==> config.mk <==
export PLATFORM = sky130hd
export DESIGN_NAME = multiplier_station_scheduler
export DESIGN_NICKNAME = d
export VERILOG_FILES = /design/src/rtl/multiplier_station_scheduler.sv
export SDC_FILE = /design/constraint.sdc
export NUM_CORES = 1
export LEC_CHECK = 0
export ABC_CLOCK_PERIOD_IN_PS = 4970
export CORE_MARGIN = 2
export CORE_UTILIZATION = 50
export DETAILED_ROUTE_END_ITERATION = 16
export DONT_BUFFER_PORTS = 1
export PLACE_DENSITY_LB_ADDON = 0.3
export SYNTH_ARGS = -nofsm -noshare
export SYNTH_HDL_FRONTEND = slang
export SYNTH_SLANG_ARGS = --single-unit
==> constraint.sdc <==
create_clock -name clock -period 4.97 [get_ports clock]
set_clock_uncertainty 0.2 [all_clocks]
set_input_delay 0.497 -clock clock [delete_from_list [all_inputs] [get_ports clock]]
set_output_delay 0.497 -clock clock [all_outputs]
set_load 0.01 [all_outputs]
==> src/rtl/multiplier_station_scheduler.sv <==
// Mul/div reservation-station scheduler: zero-latency dispatch allocation plus
// round-robin result capture onto a single broadcast bus slot. Optional MUL_SCHED_BYPASS_EN.
module multiplier_station_scheduler #(
    parameter int STATION_COUNT      = 4,
    parameter int SIZE               = 32,
    parameter int STATION_INDEX_SIZE = 4,
    parameter int STATION_BASE       = 0,
    parameter int LOCAL_INDEX_SIZE   = $clog2(STATION_COUNT)
) (
    input  logic                                clock,
    input  logic                                reset,
    input  logic                                flush,
    input  logic                                dispatch_valid,
    output logic                                dispatch_ready,
    output logic [LOCAL_INDEX_SIZE-1:0]         dispatch_station,
    output logic [STATION_COUNT-1:0]            set_occupied,
    input  logic [STATION_COUNT-1:0]            station_result_ready,
    input  logic [STATION_COUNT-1:0][SIZE-1:0]  station_result,
    output logic [STATION_COUNT-1:0]            reset_occupied,
    output logic                                bus_request,
    input  logic                                bus_grant,
    output logic [STATION_INDEX_SIZE-1:0]       bus_source,
    output logic [SIZE-1:0]                     bus_value
);

    typedef enum logic [0:0] {IDLE, HOLD} state_t;

    state_t                          state, state_n;
    logic [STATION_COUNT-1:0]        reserved, reserved_n;
    logic [LOCAL_INDEX_SIZE-1:0]     rr_pointer, rr_pointer_n;
    logic                            bus_request_n;
    logic [STATION_INDEX_SIZE-1:0]   bus_source_n;
    logic [SIZE-1:0]                 bus_value_n;
    logic [STATION_COUNT-1:0]        reset_occupied_n;

    logic [STATION_COUNT-1:0]        free;
    logic [STATION_COUNT-1:0]        candidates;
    logic                            any_candidate;
    logic [LOCAL_INDEX_SIZE-1:0]     sel;
    logic                            capture;
    logic                            found_free;

    assign free       = ~reserved;
    assign candidates = station_result_ready & reserved & ~reset_occupied;

    // Lowest-index free station
    always_comb begin
        dispatch_station = '0;
        found_free       = 1'b0;
        for (int unsigned i = 0; i < STATION_COUNT; i++) begin
            if (!found_free && free[LOCAL_INDEX_SIZE'(i)]) begin
                found_free       = 1'b1;
                dispatch_station = LOCAL_INDEX_SIZE'(i);
            end
        end
    end

    assign dispatch_ready = found_free && !flush;
    assign set_occupied   = (dispatch_valid && dispatch_ready)
                          ? (STATION_COUNT'(1) << dispatch_station) : '0;

    // First candidate at or above rr_pointer, wrapping
    always_comb begin
        sel           = '0;
        any_candidate = 1'b0;
        for (int unsigned i = 0; i < STATION_COUNT; i++) begin
            logic [LOCAL_INDEX_SIZE-1:0] idx;
            idx = LOCAL_INDEX_SIZE'((32'(rr_pointer) + i) % STATION_COUNT);
            if (!any_candidate && candidates[idx]) begin
                any_candidate = 1'b1;
                sel           = idx;
            end
        end
    end

    always_comb begin
        state_n          = state;
        reserved_n       = (reserved & ~reset_occupied) | set_occupied;
        rr_pointer_n     = rr_pointer;
        bus_request_n    = bus_request;
        bus_source_n     = bus_source;
        bus_value_n      = bus_value;
        reset_occupied_n = '0;
        capture          = 1'b0;

        if (flush) begin
            reserved_n       = '0;
            bus_request_n    = 1'b0;
            state_n          = IDLE;
            reset_occupied_n = '1;
        end else begin
            case (state)
                IDLE: capture = any_candidate;
                HOLD: begin
                    if (bus_grant) begin
`ifdef MUL_SCHED_BYPASS_EN
                        if (any_candidate) begin
                            capture = 1'b1;
                        end else begin
                            bus_request_n = 1'b0;
                            state_n       = IDLE;
                        end
`else
                        bus_request_n = 1'b0;
                        state_n       = IDLE;
`endif
                    end
                end
                default: state_n = IDLE;
            endcase
        end

        if (capture) begin
            bus_value_n      = station_result[sel];
            bus_source_n     = STATION_INDEX_SIZE'(STATION_BASE + 32'(sel));
            bus_request_n    = 1'b1;
            reset_occupied_n = STATION_COUNT'(1) << sel;
            rr_pointer_n     = LOCAL_INDEX_SIZE'((32'(sel) + 1) % STATION_COUNT);
            state_n          = HOLD;
        end
    end

    always_ff @(posedge clock or negedge reset) begin
        if (!reset) begin
            state          <= IDLE;
            reserved       <= '0;
            rr_pointer     <= '0;
            bus_request    <= 1'b0;
            bus_source     <= '0;
            bus_value      <= '0;
            reset_occupied <= '0;
        end else begin
            state          <= state_n;
            reserved       <= reserved_n;
            rr_pointer     <= rr_pointer_n;
            bus_request    <= bus_request_n;
            bus_source     <= bus_source_n;
            bus_value      <= bus_value_n;
            reset_occupied <= reset_occupied_n;
        end
    end

endmodule
Word-level counts from Yosys, hierarchy flattened
Index checks and enable logic that the tools add are counted.
Storage, ports and cells
  flip-flop bits (word level): 46
  latch bits: 0
  memory bits (writable): 0
  ROM bits: 0
  bits of input ports: 137
  output and inout port bits: 48
  logic and storage cells: 81
  memories kept: 0
Operators by class
  add/subtract/negate cells: 4
  multiply operators: 0
  divide/modulo/power cells: 0
  magnitude comparators: 5
  eq/ne operators: 0
  shift-type cells: 2
  muxes and demuxes: 39
  bitwise gates (word level): 6
  reduce and logical (&&, ||, !) cells: 18
Operator list (number)
  binary-select mux 32 bit (select 2 bit): 1
  two-way mux 32 bit: 1
  two-way mux 1 bit: 23
  two-way mux 4 bit: 4
  less-than comparator 2 x 3 -> 1 bit, second input constant: 5
  AND 4 bit: 3
  two-way mux 2 bit: 6
  binary-select mux 1 bit (select 2 bit): 4
  logical AND 1 bit: 8
  NOT 4 bit: 2
  << shifter 1 x 2 -> 4 bit, first input constant: 2
  zero test 1 bit: 7
  nonzero test 3 bit: 2
  adder 2 x 1 -> 2 bit, second input constant: 2
  adder 2 bit, second input constant: 2
  OR 4 bit: 1
  AND reduction 2 bit: 1

Depth between registers and ports, before layout
  depth in word-level cells: 18
  gate-level depth with buffers: 9
  depth with buffers taken out: 6

Least setup slack after synthesis
Ideal clock, no wire load.
  path type: input to register
  from: in station_result_ready[1]
  to: reg reset_occupied[0]
  setup time: 0.118 ns
  arrival time: 1.705 ns
  required time: 4.652 ns
  slack: 2.947 ns
  cell stages on the path: 8
  buffers on the path: 2
  cell sequence: and3b_2 > nor3_4 > nor3_4 > inv_4 > buf_12 > buf_6 > ha_1 > a21o_1
Between the ends
  elaborated cells on any way between the ends: 28
  those cells by class: shift (1); mux (19); bitwise (2); reduce/logical (6)
RTL lines
  start, declared: RTL line 17  | input logic [STATION_COUNT-1:0] station_result_ready,
  AND 4 bit * (2 in a row): RTL line 44  | assign candidates = station_result_ready & reserved & ~reset_occupied;
  binary-select mux 1 bit (select 2 bit): RTL line 69  | if (!any_candidate && candidates[idx]) begin
  two-way mux 1 bit (not written as such): RTL line 69
  two-way mux 1 bit: RTL line 69
  zero test 1 bit: RTL line 69
  logical AND 1 bit: RTL line 69
  two-way mux 1 bit: RTL line 69
  zero test 1 bit: RTL line 69
  logical AND 1 bit: RTL line 69
  two-way mux 1 bit: RTL line 69
  zero test 1 bit: RTL line 69
  logical AND 1 bit: RTL line 69
  two-way mux 2 bit *: RTL line 69
  net sel[0]: RTL line 39  | logic [LOCAL_INDEX_SIZE-1:0] sel;
  << shifter 1 x 2 -> 4 bit *: RTL line 117  | reset_occupied_n = STATION_COUNT'(1) << sel;
  two-way mux 4 bit *: RTL line 113  | if (capture) begin
  net reset_occupied_n[0]: RTL line 34  | logic [STATION_COUNT-1:0] reset_occupied_n;
  end signal, assigned: RTL line 139  | reset_occupied <= reset_occupied_n;
  end, declared: RTL line 19  | output logic [STATION_COUNT-1:0] reset_occupied,
Mark *: on every way through the listed nets, which the timed path passes. The rest lies on a longest branch. The select of a mux whose other input is x is not followed.
A chain may end at the register's enable or synchronous reset.

Worst setup path after layout
  from: reg reserved[0]
  to: reg bus_value[27]
Between the ends
  longest elaborated chain between the ends: 16
  elaborated cells on any way between the ends: 28
  those cells by class: mux (20); bitwise (2); reduce/logical (6)
Ends and longest elaborated chain
  start, declared: RTL line 29  | logic [STATION_COUNT-1:0] reserved, reserved_n;
  start signal, assigned: RTL line 134  | reserved <= reserved_n;
  AND 4 bit * (2 in a row): RTL line 44
  binary-select mux 1 bit (select 2 bit): RTL line 69
  two-way mux 1 bit (not written as such): RTL line 69
  two-way mux 1 bit: RTL line 69
  zero test 1 bit: RTL line 69
  logical AND 1 bit: RTL line 69
  two-way mux 1 bit: RTL line 69
  zero test 1 bit: RTL line 69
  logical AND 1 bit: RTL line 69
  two-way mux 1 bit: RTL line 69
  zero test 1 bit: RTL line 69
  logical AND 1 bit: RTL line 69
  two-way mux 2 bit *: RTL line 69
  net sel[0]: RTL line 39
  binary-select mux 32 bit (select 2 bit) *: RTL line 114  | bus_value_n = station_result[sel];
  two-way mux 32 bit (not written as such) *: RTL line 114
  end signal, assigned: RTL line 138  | bus_value <= bus_value_n;
  end, declared: RTL line 23  | output logic [SIZE-1:0] bus_value
Marks and branches as above.

==> impl_metrics.csv <==
group,metric,value,unit
yosys,synthArstFlopShare,100.0,%
clock_tree,htree_levels,2,
cells_and_area,post-route-util,53.95,%
flow_run,maxCapViolCount,0,
timing,finalMaxSlewViolations,0,
timing,relSlewSlack,21.19,%
routing,viasPerCell,6.786,
global_route,met1_usage,26.38,%
timing,period_share,67.25,%
yosys,synth_cell_types,39,
yosys,synth_top_area_share,34.19,%
yosys,yosys_warnings,0,
clock_tree,root_buffer,"clkbuf_8",
timing,setup_tns,0,ps
yosys,synthSimpleGateAreaFrac,19.58,%
global_route,grt_pass1_vias,2504,
cells_and_area,diodes,0,
global_route,use_met3,7.603,%
routing,dr.pass1.iters,4,
floorplanning,die_h,86.06,µm
clock_tree,numCtsBuffers,5,
yosys,synth_edf_count,0,
floorplanning,std_cell_rows,29,
timing,setup_viol,0,
timing,worst_hold_slack,54.59,ps
yosys,yosys-mux-area-fraction,9.810,%
min_path,hold_path.class,"input pin to register",
place,io_buffer_count,0,
worst_setup_path,crit_arrival,3270,ps
worst_setup_path,cpPeakStageDelay,800,ps
routing,vias,2511,
yosys,postSynthAreaPerCell,10.90,µm²
timing,rsz0062_at_grt,"false",
worst_setup_path,crit_chain,"nand4bb_1, a21oi_4, nor3_4, inv_4, mux2i_1, a211oi_2",
floorplanning,initial_core_util,52.43,%
routing,wire_per_inst,22.99,µm
floorplanning,dieArea,7406,µm²
power_and_ir_drop,p_total,994.5,µW
yosys,synth-seq-cells,46,
timing,clock.fmax,0.2992,GHz
power_and_ir_drop,ir_drop,0.1513,mV
yosys,synth_xor_area_share,0,%
place,gp_congestion,0.7549,
yosys,netlist_area,3367,µm²
global_route,grt_max_degree,68,
worst_setup_path,crit_required,4900,ps
floorplanning,core,6422,µm²
timing,period_minus_slack,3342,ps
worst_setup_path,cp_slowest_cell,"a21oi_4",
worst_setup_path,worstSetupPathType,"register to register",
clock_tree,clk_latency,290,ps
yosys,synth_compound_area_share,28.02,%
yosys,synth_area_leaders,"dfrtp_1 34%, a211oi_2 22%, mux2i_1 9.8%",
worst_setup_path,startpoint_type,"register",
global_route,busiest_layer,"met2",
timing,final.setup.worst_slack,1628,ps
yosys,synth_cells,309,
clock_tree,cts_tree,"done",
global_route,overflow,0,
timing,worst_slew_pin_slew,1179,ps
clock_tree,cts_sinks,46,
yosys,synth_flop_cell,"dfrtp_1",
global_route,grt_antenna_before_repair,0,
worst_setup_path,end_kind,"register",
routing,wirelength,8.505,mm
cells_and_area,syn2layout_area_growth,2.898,%
cells_and_area,final_nets,433,
timing,hold_viol,0,
global_route,gr-usage-met2,37.63,%
clock_tree,clkTransAtPathRegs,90,ps
run_status,outcome,"finished clean",
place,place_worst_setup_slack,1661,ps
routing,ant_nets,0,
routing,drc,0,
clock_tree,clk_path_buf_depth,2,
cells_and_area,final_cell_mix,"60 x a211oi_2, 46 x dfrtp_1, 41 x nor2_1",
floorplanning,die_w,86.06,µm
cells_and_area,final_common_cell,"a211oi_2",
yosys,synth-adder-area-share,1.486,%
cells_and_area,layout-drive-gt1-share,28.33,%
yosys,yosysSeqAreaShare,34.19,%
power_and_ir_drop,powerDensity,287.0,nW/µm²
floorplanning,io-pin-count,185,
routing,drt_iter0_markers,110,
place,place_hpwl,5.879,mm
power_and_ir_drop,p_leak,0.001389,µW
global_route,grt_usage,21.93,%
worst_setup_path,path_max_fanout,67,
global_route,grt_first_pass_wirelength,12.80,mm
yosys,yosysTopAreaCell,"dfrtp_1",
yosys,synth_top_family_by_area,"compound AO/OA/AOI/OAI gates",
-- final cells by class --
| class | instances | area [µm²] |
|---|---|---|
| Inverter | 6 | 25.02 |
| Multi-Input combinational cell | 227 | 2033 |
| Clock buffer | 7 | 86.33 |
| Tap cell | 77 | 96.34 |
| Timing Repair Buffer | 6 | 67.56 |
| Fill cell | 575 | 2958 |
| Sequential cell | 46 | 1151 |
| Clock inverter | 1 | 5.005 |
-- through the flow --
stage          instances  area (µm²)
2_1_floorplan        310        3371
3_3_place_gp         360        3336
3_5_place_dp         360        3336
4_1_cts              370        3465
5_1_grt              370        3465
6_report             370        3465
-- kinds of logic (layout without fill, tap and decap cells) --
family                     count (synthesis)  count (layout)
buffers and inverters                     37              20
AOI/OAI and AO/OA                         86              86
other                                      1               2
and+or+nand+nor                          102             102
muxes                                     33              33
DFF                                       46              46
adders and majority gates                  4               4
-- repair_timing --
action,in CTS,in global routing
gates resized for setup,0,0
hold buffers,2,0
endpoints found under the hold margin,46,0
buffers inserted,0,0
-- report_power, final --
part / switching (µW) / total (µW) / internal, µW
Sequential: 114 / 577 / 463
Combinational: 88.9 / 178 / 88.7
Clock: 127 / 240 / 113
-- cell usage after synthesis, drive strengths merged, types with 5 or more instances --
master and instances:
dfrtp 46, inv 6, nand2 5, nor4b 32, a21o 5, nor2 42, mux2i 33, a21oi 9
a211oi 65, buf 19, clkbuf 12
-- sequential cells by signal, summed over array words and instances, names as in the netlist --
register / flops
bus_source: 2
state: 1
bus_request: 1
rr_pointer: 2
bus_value: 32
reserved: 4
reset_occupied: 4
-- worst paths after layout --
check	from	endpoint	slack (ps)	cells after the start
hold / removal	flush	bus_request	50	1
setup reg to reg	reserved[0]	bus_value[27]	1630	6
setup / recovery	reserved[0]	bus_value[27]	1630	6
max in group asynchronous	reset	bus_value[0]	3830	2
min in group asynchronous	reset	bus_request	530	2
hold reg to reg	state	state	300	1
-- routing by layer --
metal  wire length, µm  part of all wire, %  vias to the layer above
met5                 0                    0                        -
met4                91                  1.1                        0
met3               836                  9.8                       10
met2              4293                   50                      137
met1              3283                   39                     1226
li1                  -                    -                     1138
-- critical path: cells and delay by family, from the launching register on --
family,cells,cell delay [ps]
compound gates,2,900
simple gates,2,370
mux,1,340
flops,1,540
buf+inv,1,740
(Power assumes the default switching activity.)
